==> src/rtl/FabricTypes.sv <==
// Shared fabric types: egress index width, egress index type and the state encodings
// used by the crossbar's input trackers and per-output arbiters.
package FabricTypes;
    localparam int DEST_WIDTH_DEF = 7;

    typedef logic [DEST_WIDTH_DEF-1:0] egress_t;

    typedef enum logic {
        ARB_IDLE = 1'b0,
        ARB_BUSY = 1'b1
    } arb_state_e;

    typedef enum logic [1:0] {
        IN_FIRST = 2'd0,
        IN_BODY  = 2'd1,
        IN_DROP  = 2'd2
    } in_state_e;
endpackage

==> src/rtl/fabric_packet_crossbar_if.sv <==
// Flattened packet-stream bundle between line-card buffers, the crossbar and the exit queues.
// Stream i occupies slice i of every vector; master drives inputs, slave is the crossbar.
interface fabric_packet_crossbar_if
    import FabricTypes::*;
#(
    parameter int NUM_IN     = 4,
    parameter int NUM_OUT    = 4,
    parameter int DATA_WIDTH = 64,
    parameter int USER_WIDTH = 12,
    parameter int DEST_WIDTH = DEST_WIDTH_DEF
);
    logic [NUM_IN-1:0]             in_tvalid;
    logic [NUM_IN-1:0]             in_tready;
    logic [NUM_IN*DATA_WIDTH-1:0]  in_tdata;
    logic [NUM_IN*USER_WIDTH-1:0]  in_tuser;
    logic [NUM_IN*DEST_WIDTH-1:0]  in_tdest;
    logic [NUM_IN-1:0]             in_tlast;
    logic [NUM_OUT-1:0]            out_tvalid;
    logic [NUM_OUT-1:0]            out_tready;
    logic [NUM_OUT*DATA_WIDTH-1:0] out_tdata;
    logic [NUM_OUT*USER_WIDTH-1:0] out_tuser;
    logic [NUM_OUT-1:0]            out_tlast;
    logic [NUM_IN-1:0]             drop_pulse;

    modport master (
        output in_tvalid, in_tdata, in_tuser, in_tdest, in_tlast, out_tready,
        input  in_tready, out_tvalid, out_tdata, out_tuser, out_tlast, drop_pulse
    );

    modport slave (
        input  in_tvalid, in_tdata, in_tuser, in_tdest, in_tlast, out_tready,
        output in_tready, out_tvalid, out_tdata, out_tuser, out_tlast, drop_pulse
    );
endinterface

==> src/rtl/fabric_rr_arbiter.sv <==
// Packet-atomic round-robin arbiter for one output: grant registered one cycle after request,
// held until the granted input's tlast beat is accepted (done_i), then one idle cycle.
module fabric_rr_arbiter
    import FabricTypes::*;
#(
    parameter int NUM_IN = 4,
    parameter int IW     = $clog2(NUM_IN)
) (
    input  logic              clk_fabric,
    input  logic              rst,
    input  logic [NUM_IN-1:0] req_i,
    input  logic              done_i,
    output logic              busy_o,
    output logic [IW-1:0]     grant_o
);
    arb_state_e    state_q, state_d;
    logic [IW-1:0] grant_q, grant_d;
    logic [IW-1:0] ptr_q, ptr_d;
    logic [IW:0]   cand;
    logic [IW-1:0] pick;
    logic          found;

    always_ff @(posedge clk_fabric) begin
        if (rst) begin
            state_q <= ARB_IDLE;
            grant_q <= '0;
            ptr_q   <= '0;
        end else begin
            state_q <= state_d;
            grant_q <= grant_d;
            ptr_q   <= ptr_d;
        end
    end

    always_comb begin
        state_d = state_q;
        grant_d = grant_q;
        ptr_d   = ptr_q;
        found   = 1'b0;
        pick    = '0;
        cand    = '0;
        // First requester at or after the pointer, wrapping modulo NUM_IN.
        for (int k = 0; k < NUM_IN; k++) begin
            cand = {1'b0, ptr_q} + (IW+1)'(k);
            if (cand >= (IW+1)'(NUM_IN)) begin
                cand = cand - (IW+1)'(NUM_IN);
            end
            if (!found && req_i[cand[IW-1:0]]) begin
                found = 1'b1;
                pick  = cand[IW-1:0];
            end
        end
        case (state_q)
            ARB_IDLE: begin
                if (found) begin
                    state_d = ARB_BUSY;
                    grant_d = pick;
                    ptr_d   = (pick == IW'(NUM_IN-1)) ? '0 : pick + IW'(1);
                end
            end
            ARB_BUSY: begin
                if (done_i) begin
                    state_d = ARB_IDLE;
                end
            end
            default: state_d = ARB_IDLE;
        endcase
    end

    assign busy_o  = (state_q == ARB_BUSY);
    assign grant_o = grant_q;
endmodule

==> src/rtl/fabric_packet_crossbar.sv <==
// NUM_IN x NUM_OUT packet crossbar: 1-cycle register slice per output, 1 arbitration cycle per packet;
// granted input's in_tready follows its output slice ready; out-of-range tdest is sunk at line rate.
module fabric_packet_crossbar
    import FabricTypes::*;
#(
    parameter int NUM_IN     = 4,
    parameter int NUM_OUT    = 4,
    parameter int DATA_WIDTH = 64,
    parameter int USER_WIDTH = 12,
    parameter int DEST_WIDTH = DEST_WIDTH_DEF
) (
    input  logic                     clk_fabric,
    input  logic                     rst,
    fabric_packet_crossbar_if.slave  bus
);
    localparam int IW = $clog2(NUM_IN);

    in_state_e             in_state_q [NUM_IN];
    in_state_e             in_state_d [NUM_IN];
    logic [DEST_WIDTH-1:0] dest_a     [NUM_IN];
    logic [DATA_WIDTH-1:0] data_a     [NUM_IN];
    logic [USER_WIDTH-1:0] user_a     [NUM_IN];
    logic [NUM_IN-1:0]     dest_bad, first_beat, granted, fwd_rdy, drop_rdy, in_acc;
    logic [NUM_IN-1:0]     in_rdy, drop_hit;
    logic [NUM_IN-1:0]     req_m      [NUM_OUT];
    logic [IW-1:0]         grant_a    [NUM_OUT];
    logic [NUM_OUT-1:0]    busy, slice_rdy, load, done;

    logic [NUM_OUT-1:0]            out_tvalid_q, out_tlast_q;
    logic [NUM_OUT*DATA_WIDTH-1:0] out_tdata_q;
    logic [NUM_OUT*USER_WIDTH-1:0] out_tuser_q;

    for (genvar i = 0; i < NUM_IN; i++) begin : g_in
        assign dest_a[i]     = bus.in_tdest[i*DEST_WIDTH +: DEST_WIDTH];
        assign data_a[i]     = bus.in_tdata[i*DATA_WIDTH +: DATA_WIDTH];
        assign user_a[i]     = bus.in_tuser[i*USER_WIDTH +: USER_WIDTH];
        assign dest_bad[i]   = (dest_a[i] >= DEST_WIDTH'(NUM_OUT));
        assign first_beat[i] = (in_state_q[i] == IN_FIRST);
    end

    for (genvar j = 0; j < NUM_OUT; j++) begin : g_arb
        fabric_rr_arbiter #(
            .NUM_IN (NUM_IN),
            .IW     (IW)
        ) u_arb (
            .clk_fabric (clk_fabric),
            .rst        (rst),
            .req_i      (req_m[j]),
            .done_i     (done[j]),
            .busy_o     (busy[j]),
            .grant_o    (grant_a[j])
        );
    end

    always_comb begin : fwd_path
        granted   = '0;
        fwd_rdy   = '0;
        slice_rdy = '0;
        load      = '0;
        done      = '0;
        for (int j = 0; j < NUM_OUT; j++) begin
            slice_rdy[j] = !out_tvalid_q[j] || bus.out_tready[j];
            if (busy[j]) begin
                granted[grant_a[j]] = 1'b1;
                fwd_rdy[grant_a[j]] = slice_rdy[j];
                load[j]             = bus.in_tvalid[grant_a[j]] && slice_rdy[j];
                done[j]             = load[j] && bus.in_tlast[grant_a[j]];
            end
        end
    end

    // Dropped packets never touch an arbiter; the first beat is sunk in the cycle it appears.
    always_comb begin : in_path
        in_rdy   = '0;
        drop_hit = '0;
        drop_rdy = '0;
        in_acc   = '0;
        for (int j = 0; j < NUM_OUT; j++) begin
            req_m[j] = '0;
        end
        for (int i = 0; i < NUM_IN; i++) begin
            in_state_d[i] = in_state_q[i];
            drop_rdy[i]   = (in_state_q[i] == IN_DROP)
                            || (first_beat[i] && bus.in_tvalid[i] && dest_bad[i]);
            in_rdy[i]     = !rst && (fwd_rdy[i] || drop_rdy[i]);
            in_acc[i]     = bus.in_tvalid[i] && in_rdy[i];
            drop_hit[i]   = in_acc[i] && bus.in_tlast[i] && drop_rdy[i];
            if (in_acc[i]) begin
                if (bus.in_tlast[i]) begin
                    in_state_d[i] = IN_FIRST;
                end else if (drop_rdy[i]) begin
                    in_state_d[i] = IN_DROP;
                end else begin
                    in_state_d[i] = IN_BODY;
                end
            end
            for (int j = 0; j < NUM_OUT; j++) begin
                req_m[j][i] = bus.in_tvalid[i] && first_beat[i] && !granted[i]
                              && (dest_a[i] == DEST_WIDTH'(j));
            end
        end
    end

    always_ff @(posedge clk_fabric) begin
        for (int i = 0; i < NUM_IN; i++) begin
            in_state_q[i] <= rst ? IN_FIRST : in_state_d[i];
        end
    end

    always_ff @(posedge clk_fabric) begin
        if (rst) begin
            out_tvalid_q <= '0;
            out_tlast_q  <= '0;
            out_tdata_q  <= '0;
            out_tuser_q  <= '0;
        end else begin
            for (int j = 0; j < NUM_OUT; j++) begin
                if (slice_rdy[j]) begin
                    out_tvalid_q[j] <= load[j];
                    if (load[j]) begin
                        out_tdata_q[j*DATA_WIDTH +: DATA_WIDTH] <= data_a[grant_a[j]];
                        out_tuser_q[j*USER_WIDTH +: USER_WIDTH] <= user_a[grant_a[j]];
                        out_tlast_q[j]                          <= bus.in_tlast[grant_a[j]];
                    end
                end
            end
        end
    end

    assign bus.in_tready  = in_rdy;
    assign bus.drop_pulse = drop_hit;
    assign bus.out_tvalid = out_tvalid_q;
    assign bus.out_tdata  = out_tdata_q;
    assign bus.out_tuser  = out_tuser_q;
    assign bus.out_tlast  = out_tlast_q;
endmodule

==> src/flat_wrapper.sv <==
// flat-port wrapper written by rule: the top's interface ports become plain ports
module fabric_packet_crossbar_flat import FabricTypes::*;
#(
    parameter int NUM_IN     = 4,
    parameter int NUM_OUT    = 4,
    parameter int DATA_WIDTH = 64,
    parameter int USER_WIDTH = 12,
    parameter int DEST_WIDTH = DEST_WIDTH_DEF
)
  (clk_fabric, rst, bus_in_tvalid, bus_in_tdata, bus_in_tuser, bus_in_tdest, bus_in_tlast, bus_out_tready, bus_in_tready, bus_out_tvalid, bus_out_tdata, bus_out_tuser, bus_out_tlast, bus_drop_pulse);
  fabric_packet_crossbar_if #(.NUM_IN(NUM_IN), .NUM_OUT(NUM_OUT), .DATA_WIDTH(DATA_WIDTH), .USER_WIDTH(USER_WIDTH), .DEST_WIDTH(DEST_WIDTH)) bus_i ();
  input  logic clk_fabric;
  input  logic rst;
  input wire logic [$bits(bus_i.in_tvalid)-1:0] bus_in_tvalid;
  input wire logic [$bits(bus_i.in_tdata)-1:0] bus_in_tdata;
  input wire logic [$bits(bus_i.in_tuser)-1:0] bus_in_tuser;
  input wire logic [$bits(bus_i.in_tdest)-1:0] bus_in_tdest;
  input wire logic [$bits(bus_i.in_tlast)-1:0] bus_in_tlast;
  input wire logic [$bits(bus_i.out_tready)-1:0] bus_out_tready;
  output wire logic [$bits(bus_i.in_tready)-1:0] bus_in_tready;
  output wire logic [$bits(bus_i.out_tvalid)-1:0] bus_out_tvalid;
  output wire logic [$bits(bus_i.out_tdata)-1:0] bus_out_tdata;
  output wire logic [$bits(bus_i.out_tuser)-1:0] bus_out_tuser;
  output wire logic [$bits(bus_i.out_tlast)-1:0] bus_out_tlast;
  output wire logic [$bits(bus_i.drop_pulse)-1:0] bus_drop_pulse;
  assign bus_i.in_tvalid = bus_in_tvalid;
  assign bus_i.in_tdata = bus_in_tdata;
  assign bus_i.in_tuser = bus_in_tuser;
  assign bus_i.in_tdest = bus_in_tdest;
  assign bus_i.in_tlast = bus_in_tlast;
  assign bus_i.out_tready = bus_out_tready;
  assign bus_in_tready = bus_i.in_tready;
  assign bus_out_tvalid = bus_i.out_tvalid;
  assign bus_out_tdata = bus_i.out_tdata;
  assign bus_out_tuser = bus_i.out_tuser;
  assign bus_out_tlast = bus_i.out_tlast;
  assign bus_drop_pulse = bus_i.drop_pulse;
  fabric_packet_crossbar #(.NUM_IN(NUM_IN), .NUM_OUT(NUM_OUT), .DATA_WIDTH(DATA_WIDTH), .USER_WIDTH(USER_WIDTH), .DEST_WIDTH(DEST_WIDTH)) u_core (.clk_fabric(clk_fabric), .rst(rst), .bus(bus_i));
endmodule
==> config.mk <==
export PLATFORM = sky130hd
export DESIGN_NAME = fabric_packet_crossbar_flat
export DESIGN_NICKNAME = d
export VERILOG_FILES = /design/src/rtl/FabricTypes.sv /design/src/rtl/fabric_packet_crossbar_if.sv /design/src/rtl/fabric_rr_arbiter.sv /design/src/rtl/fabric_packet_crossbar.sv /design/src/flat_wrapper.sv
export SDC_FILE = /design/constraint.sdc
export NUM_CORES = 1
export LEC_CHECK = 0
export BUFFER_PORTS_ARGS = -buffer_cell sky130_fd_sc_hd__clkbuf_2
export CORE_AREA = 10 10 248 250
export CTS_CLUSTER_DIAMETER = 80
export DETAILED_ROUTE_END_ITERATION = 7
export DIE_AREA = 0 0 258 260
export PLACE_DENSITY_LB_ADDON = 0.12
export SETUP_SLACK_MARGIN = 0.3
export SYNTH_ARGS = -nofsm -noshare
export SYNTH_HDL_FRONTEND = slang
export SYNTH_HIERARCHICAL = 1
export SYNTH_SLANG_ARGS = --single-unit
==> constraint.sdc <==
create_clock -name clk_fabric -period 2.5 [get_ports clk_fabric]
set_input_delay 0.5 -clock clk_fabric [delete_from_list [all_inputs] [get_ports clk_fabric]]
set_output_delay 0.5 -clock clk_fabric [all_outputs]
set_load 0.005 [all_outputs]
* Word-level counts from Yosys, hierarchy flattened
Memories as Yosys holds them, arrays and structs flattened.
Cells that the tools add are included.
** Word-level totals
- Output and inout port bits :: 320
- Memories :: 1
- RAM bits :: 8
- Flip-flop bits (word level) :: 332
- Input bits :: 346
** Memory list
- u_core.in_state_q :: words 4, bits a word 2, rd ports 4, clocked after memory_dff 0, write ports 4, RTL line fabric_packet_crossbar.sv:18 : in_state_e in_state_q [NUM_IN];
** Cells by class
- Mux-type cells :: 179
- Magnitude comparators :: 48
- $add $sub $neg :: 32
- Eq/ne operators :: 20
- Bitwise gates (word level) :: 12
- Reductions and logical operators :: 117
** Operator list (count)
- 64-bit binary-select mux with 2-bit select :: 4
- 64-bit two-way mux :: 8
- 2-bit two-way mux :: 52
- 12-bit binary-select mux with 2-bit select :: 4
- 12-bit two-way mux :: 8
- 1-bit logical AND :: 68
- 2-bit by 3-bit less-than comparator with 1-bit output, second input constant :: 20
- 1-bit two-way mux :: 60
- 7-bit by 2-bit == test with 1-bit output, second input constant :: 8
- 1-bit binary-select mux with 2-bit select :: 24
- 3-bit greater-or-equal comparator, second input constant :: 16
- 4-bit two-way mux :: 8
- 2-bit by 1-bit subtractor with 2-bit output, second input constant :: 16
- 7-bit by 1-bit == test with 1-bit output, second input constant :: 4
- 7-bit by 3-bit greater-or-equal comparator with 1-bit output, second input constant :: 4
- 7-bit zero test :: 4
- 2-bit by 2-bit adder with 3-bit output, second input constant :: 8
- 1-bit zero test :: 21
- 2-bit == test, second input constant :: 8
- 2-bit AND reduction :: 8
- 2-bit by 1-bit adder with 3-bit output, second input constant :: 4
- 4-bit bitwise mux :: 3
- 2-bit by 3-bit greater-or-equal comparator with 1-bit output, second input constant :: 4
- 1-bit logical OR :: 12
- other kinds (9) :: 32

* Depth between registers and ports, before layout
- Word-level depth :: 28
- Mapped depth :: 14

* Hierarchy
The synthesis kept the hierarchy.
** By module, submodules not included
- fabric_packet_crossbar :: area an instance 19516.2 um^2, seq. area each 6406.1 um^2, cells an instance 1916, times used 1
- fabric_rr_arbiter (u_core.g_arb[0].u_arb ...) :: area an instance 296.5 um^2, seq. area each 100.1 um^2, cells an instance 37, times used 3
- fabric_rr_arbiter (u_core.g_arb[3].u_arb) :: area an instance 265.3 um^2, seq. area each 100.1 um^2, cells an instance 31, times used 1

* Worst setup path before layout
OpenSTA, ideal clock, no wires.
- Path kind :: register -> register
- Start point :: register u_core.g_arb[2].u_arb.grant_q[0]
- End point :: register u_core.g_arb[2].u_arb.ptr_q[0]
- Setup slack :: -0.074 ns
- Data required time :: 2.413 ns
- Buffers on the path :: 2
- Clock period less this slack :: 2.574 ns
- Stages on the path, launching flop included :: 13
- Setup time :: 0.087 ns
- Arrival :: 2.487 ns
- Path through :: dfxtp_1 buf_2 buf_4 o21ai_1 or4_1 nor3b_1 mux2i_1 o22ai_1 nor2_1 ha_1 nor2_1 o211ai_1 o31ai_1
** RTL lines
- start: declaration :: RTL line fabric_rr_arbiter.sv:17 : logic [IW-1:0] grant_q, grant_d;
- start signal: assignment :: RTL line fabric_rr_arbiter.sv:30 : grant_q <= grant_d;
- end signal: assignment :: RTL line fabric_rr_arbiter.sv:31 : ptr_q <= ptr_d;
- end: declaration :: RTL line fabric_rr_arbiter.sv:18 : logic [IW-1:0] ptr_q, ptr_d;

* Worst setup path after layout
- Start point :: register u_core.g_arb[1].u_arb.grant_q[0]
- End point :: output bus_in_tready[2]
** On the way
- Longest elaborated chain between the ends :: 12
- Elaborated cells on any way between the ends :: 13
- Classes of those cells :: 2 x order compare; 8 x mux; 3 x reduce/logical
** RTL lines
- start: declaration :: RTL line fabric_rr_arbiter.sv:17
- start signal: assignment :: RTL line fabric_rr_arbiter.sv:30
- 2-bit by 3-bit less-than comparator with 1-bit output (implied by the code) / 2-bit by 1-bit greater-or-equal comparator with 1-bit output (equally long branches) :: RTL line fabric_packet_crossbar.sv:65 : fwd_rdy[grant_a[j]] = slice_rdy[j];
- 1-bit logical AND (implied by the code) :: RTL line fabric_packet_crossbar.sv:65
- 1-bit two-way mux (implied by the code) :: RTL line fabric_packet_crossbar.sv:65
- 1-bit demux with 2-bit select *
- 4-bit bitwise mux * :: RTL line fabric_packet_crossbar.sv:65
- 4-bit two-way mux * :: RTL line fabric_packet_crossbar.sv:63 : if (busy[j]) begin
- 4-bit bitwise mux :: RTL line fabric_packet_crossbar.sv:65
- 4-bit two-way mux * :: RTL line fabric_packet_crossbar.sv:63
- 4-bit bitwise mux :: RTL line fabric_packet_crossbar.sv:65
- 4-bit two-way mux * :: RTL line fabric_packet_crossbar.sv:63
- 1-bit logical OR * :: RTL line fabric_packet_crossbar.sv:85 : in_rdy[i] = !rst && (fwd_rdy[i] || drop_rdy[i]);
- 1-bit logical AND * :: RTL line fabric_packet_crossbar.sv:85
- end: declaration :: RTL line flat_wrapper.sv:20 : output wire logic [$bits(bus_i.in_tready)-1:0] bus_in_tready;
Every way passes the cells marked *; elsewhere a longest branch is shown, timed or not.

==> summary.md <==
| Metric | Value |
|---|---|
| Fin area | `27,070 um^2` |
| GRT overflow | `0` |
| Fin. max-slew vios | `0` |
| Clock period minus worst slack | `2633 ps` |
| Required @ worst endpoint | `2000 ps` |
| Leak | `9.908 nW` |
| Placer Congestion | `0.9069` |
| Crit path from | `u_core/g_arb[1].u_arb/grant_o[0]` |
| Status | `complete, but fails checks` |
| Cell Area, Placed | `24,770 um^2` |
| WL met3 | `9563 um` |
| Detailed-router iteration count before antenna repair | `6` |
| Routed len/inst | `27.97 um` |
| H-tree Lvls | `2` |
| Buf/Inv on CP | `2` |
| Placed cells | `between 3,000 and 4,000` |
| Syn Area/Cell | `~10 um^2` |
| Max Clock Skew | `18.81 ps` |
| Finished Layout Cells | `3,508` |
| PortBufs | `665` |
| Number of synthesized flops with an enable pin | `0` |
| Clk slew on worst S/H paths | `~60 ps` |
| Hold Crit Class | `in2reg` |
| P per Cell Area | `494.4 nW/um^2` |
| Net Count, Synth | `2,407` |
| Chip Height | `260 um` |
| Clock Sinks | `340` |
| Post-synthesis sequential area ratio | `0.3293` |
| CP max stage delay | `340 ps` |
| Core Region | `approximately 56,000 um^2` |
| Pin count of the biggest net entering global routing | `144` |
| Share of synthesized registers carrying an async set or reset | `0` |
| RSZ-0062 raised after global routing | `true` |
| Yosys cell types | `60` |
| Endpoints failing hold | `0` |
| Max VDD drop | `0.4773 mV` |
| Maxcap violations | `0` |
| Top-area cell type share of the netlist area | `0.3367` |
| Post-DP HPWL | `69,120 um` |
| Fin crit share | `1.053` |
| Final Routed Wirelength | `~98,000 um` |
| CP top delay family | `simple AND/OR/NAND/NOR gates` |
| P&R area growth vs syn | `30.94%` |
| First-pass GRT wire length | `138,900 um` |
| Post-Synthesis Cells | `2,058` |
| TritonCTS clock tree | `yes` |
| Clock Root Buffer | `clkbuf_16` |
| Die width | `258 um` |
| Num ports | `666` |
| Worst-Margin Slew | `1059 ps` |
| Yosys synthesis warning count | `6` |
| Fin nets | `3,041` |
| Clk_lat worst skew | `570 ps` |
| Initial DRC count | `about 1,800` |
| Failing checks | `setup timing` |
| #FFs+latches synth | `340` |
| FP Rows | `between 80 and 90` |
| Hold path start | `bus_in_tvalid[0]` |
| Layout cells sized above 1 | `0.4866` |
| Clock buffer depth | `3` |
| Final setup violation count | `5` |
| Antenna violations before repair | `41` |
| # fillers | `5,485` |
| Metal2 WL | `~47,000 um` |
| Max FO, Critical Path | `3` |
| TNS Setup | `-301.1 ps` |
| Via count | `just over 20,000` |
| Synth Cell Area | `20,670 um^2` |
| CP cell instances | `buf_6, nand3b_1, and3_4, o31ai_4, nand2b_4, a21oi_2, buf_2` |
| CTS Hold Bufs | `0` |
| Startpoint types | `flop` |
| Worst EP arrival | `2130 ps` |
| Slowest-stage cell, CP | `dfxtp_4` |
| Die ar. | `67,080 um^2` |
| Top_reg_cell synth | `dfxtp_1` |
| Setup ws final | `-133.2 ps` |
| DRC viols | `0` |
| Setup crit end kind | `output port` |
| Highest routed layer | `met5` |
| Cells taking the most area after synthesis | `mux4_2 34%, dfxtp_1 33%, nand2_1 11%` |
| Hold_ws | `306.7 ps` |
| TritonCTS Buffers | `44` |
| Routed vias/inst | `5.735` |
| Aggregate global-route resource usage | `0.2771` |
| Vias in the first global route | `about 20,000` |
| Antenna-violating nets left | `0` |
| Max transition margin | `0.2931` |
| F_max | `between 0.3 and 0.4 GHz` |
| Critical path class | `reg2out` |
| Reg2reg start | `u_core/g_arb[1].u_arb/grant_o[0]` |
| DRT met1 WL | `36,200 um` |
| Initial Utilization | `0.3673` |
| Yosys top cell by area | `mux4_2` |
==> per-stage QoR <==
step,util,setup slack (ps),power (mW)
floorplan,-,191.5,6.255
global placement,0.4401,-139.7,6.900
detailed placement,0.4401,-232.3,6.925
CTS,0.4708,-139.5,13.46
global route,0.4808,-215.5,13.78
finish,0.4810,-133.2,13.38
==> layout make-up <==
type / count / area, um^2 / area share
tap: 756 / 945.9 / 0.03495
sequential: 340 / 6849 / 0.2530
antenna: 27 / 67.56 / 0.002496
inverter: 12 / 45.04 / 0.001664
timing repair buffer: 765 / 4417 / 0.1632
multi-input combinational: 1529 / 13290 / 0.4910
clock inverter: 11 / 140.1 / 0.005177
clock buffer: 68 / 1313 / 0.04849
==> cells in the final DEF (no fill, tap or decap), drive strengths merged, types with 4 or more instances in the layout <==
| cell type | count |
|---|---|
| clkinv | 5 |
| a21oi | 342 |
| o211ai | 6 |
| mux2i | 9 |
| nand4 | 4 |
| nor2b | 9 |
| o21ai | 14 |
| mux4 | 309 |
| nor2 | 58 |
| dfxtp | 340 |
| mux2 | 6 |
| diode | 27 |
| nand2b | 25 |
| and3 | 6 |
| nor3 | 11 |
| a311oi | 5 |
| buf | 105 |
| clkbuf | 728 |
| o31ai | 5 |
| nand3b | 7 |
| nand3 | 16 |
| or2 | 7 |
| inv | 14 |
| nor4 | 6 |
| or3 | 4 |
| nand2 | 641 |
==> per-layer routing <==
| layer | vias to the layer above | global-route usage |
|---|---|---|
| met5 | - | 0 |
| met2 | 1062 | 0.4491 |
| li1 | 8838 | - |
| met4 | 26 | 0.1555 |
| met3 | 224 | 0.08648 |
| met1 | 9969 | 0.3227 |
==> worst min-delay path: stages <==
cell and delay (ps):
clkbuf_2 190, nand3_1 80, o21ai_0 70
==> power breakdown <==
| part | switching, mW | internal (mW) |
|---|---|---|
| registers | 0.0266 | 5.44 |
| logic | 0.691 | 0.687 |
| clock network | 2.62 | 3.92 |
==> flip-flops by register name, indices dropped and copies added, names as in the netlist <==
| signal | count |
|---|---|
| u_core/in_state_q | 8 |
| u_core/g_arb.u_arb/busy_o | 4 |
| u_core/bus.out_tvalid | 4 |
| u_core/bus.out_tuser | 48 |
| u_core/bus.out_tdata | 256 |
| u_core/g_arb.u_arb/grant_o | 8 |
| u_core/g_arb.u_arb/ptr_q | 8 |
| u_core/bus.out_tlast | 4 |
==> path summary, 6_finish.rpt <==
check	endpoint	slack, ps	cells after the start
setup reg to reg	u_core/g_arb[1].u_arb/ptr_q[0]	-40	15
setup / recovery	bus_in_tready[2]	-130	7
hold / removal	u_core/in_state_q[0][1]	310	3
hold reg to reg	u_core/bus.out_tdata[3]	450	2
==> cells by family (layout without fill, tap and decap cells) <==
kind of cell,Yosys count,after routing,share of synthesized area
and+or+nand+nor,804,806,0.1648
xor gates and xnor gates,1,1,0.0004238
muxes,324,324,0.3443
other,0,27,0
DFF,340,340,0.3293
AOI/OAI and AO/OA,395,395,0.1096
buffers and inverters,191,856,0.04976
adders and majority gates,3,3,0.001816
==> timing repair <==
item                                    CTS  global route
gates cloned                              2             0
gates resized for setup                  38            81
pin swaps                                22            47
endpoints found under the setup margin  291           138
setup buffers                            13            24
endpoints found under the hold margin     0             0
==> cell usage after synthesis (9+ instances only) <==
cell type	number
buf_4	16
nor2b_1	9
nand2_2	42
a21oi_2	43
nand2b_1	25
inv_1	12
dfxtp_1	340
o21ai_0	13
a21oi_1	299
nand2_1	599
buf_2	58
nand3_1	14
mux2i_1	9
nor2_1	53
clkbuf_1	79
mux4_2	309
nor3_1	11
buf_6	12
Note: power is estimated with default switching activity, not from simulation.
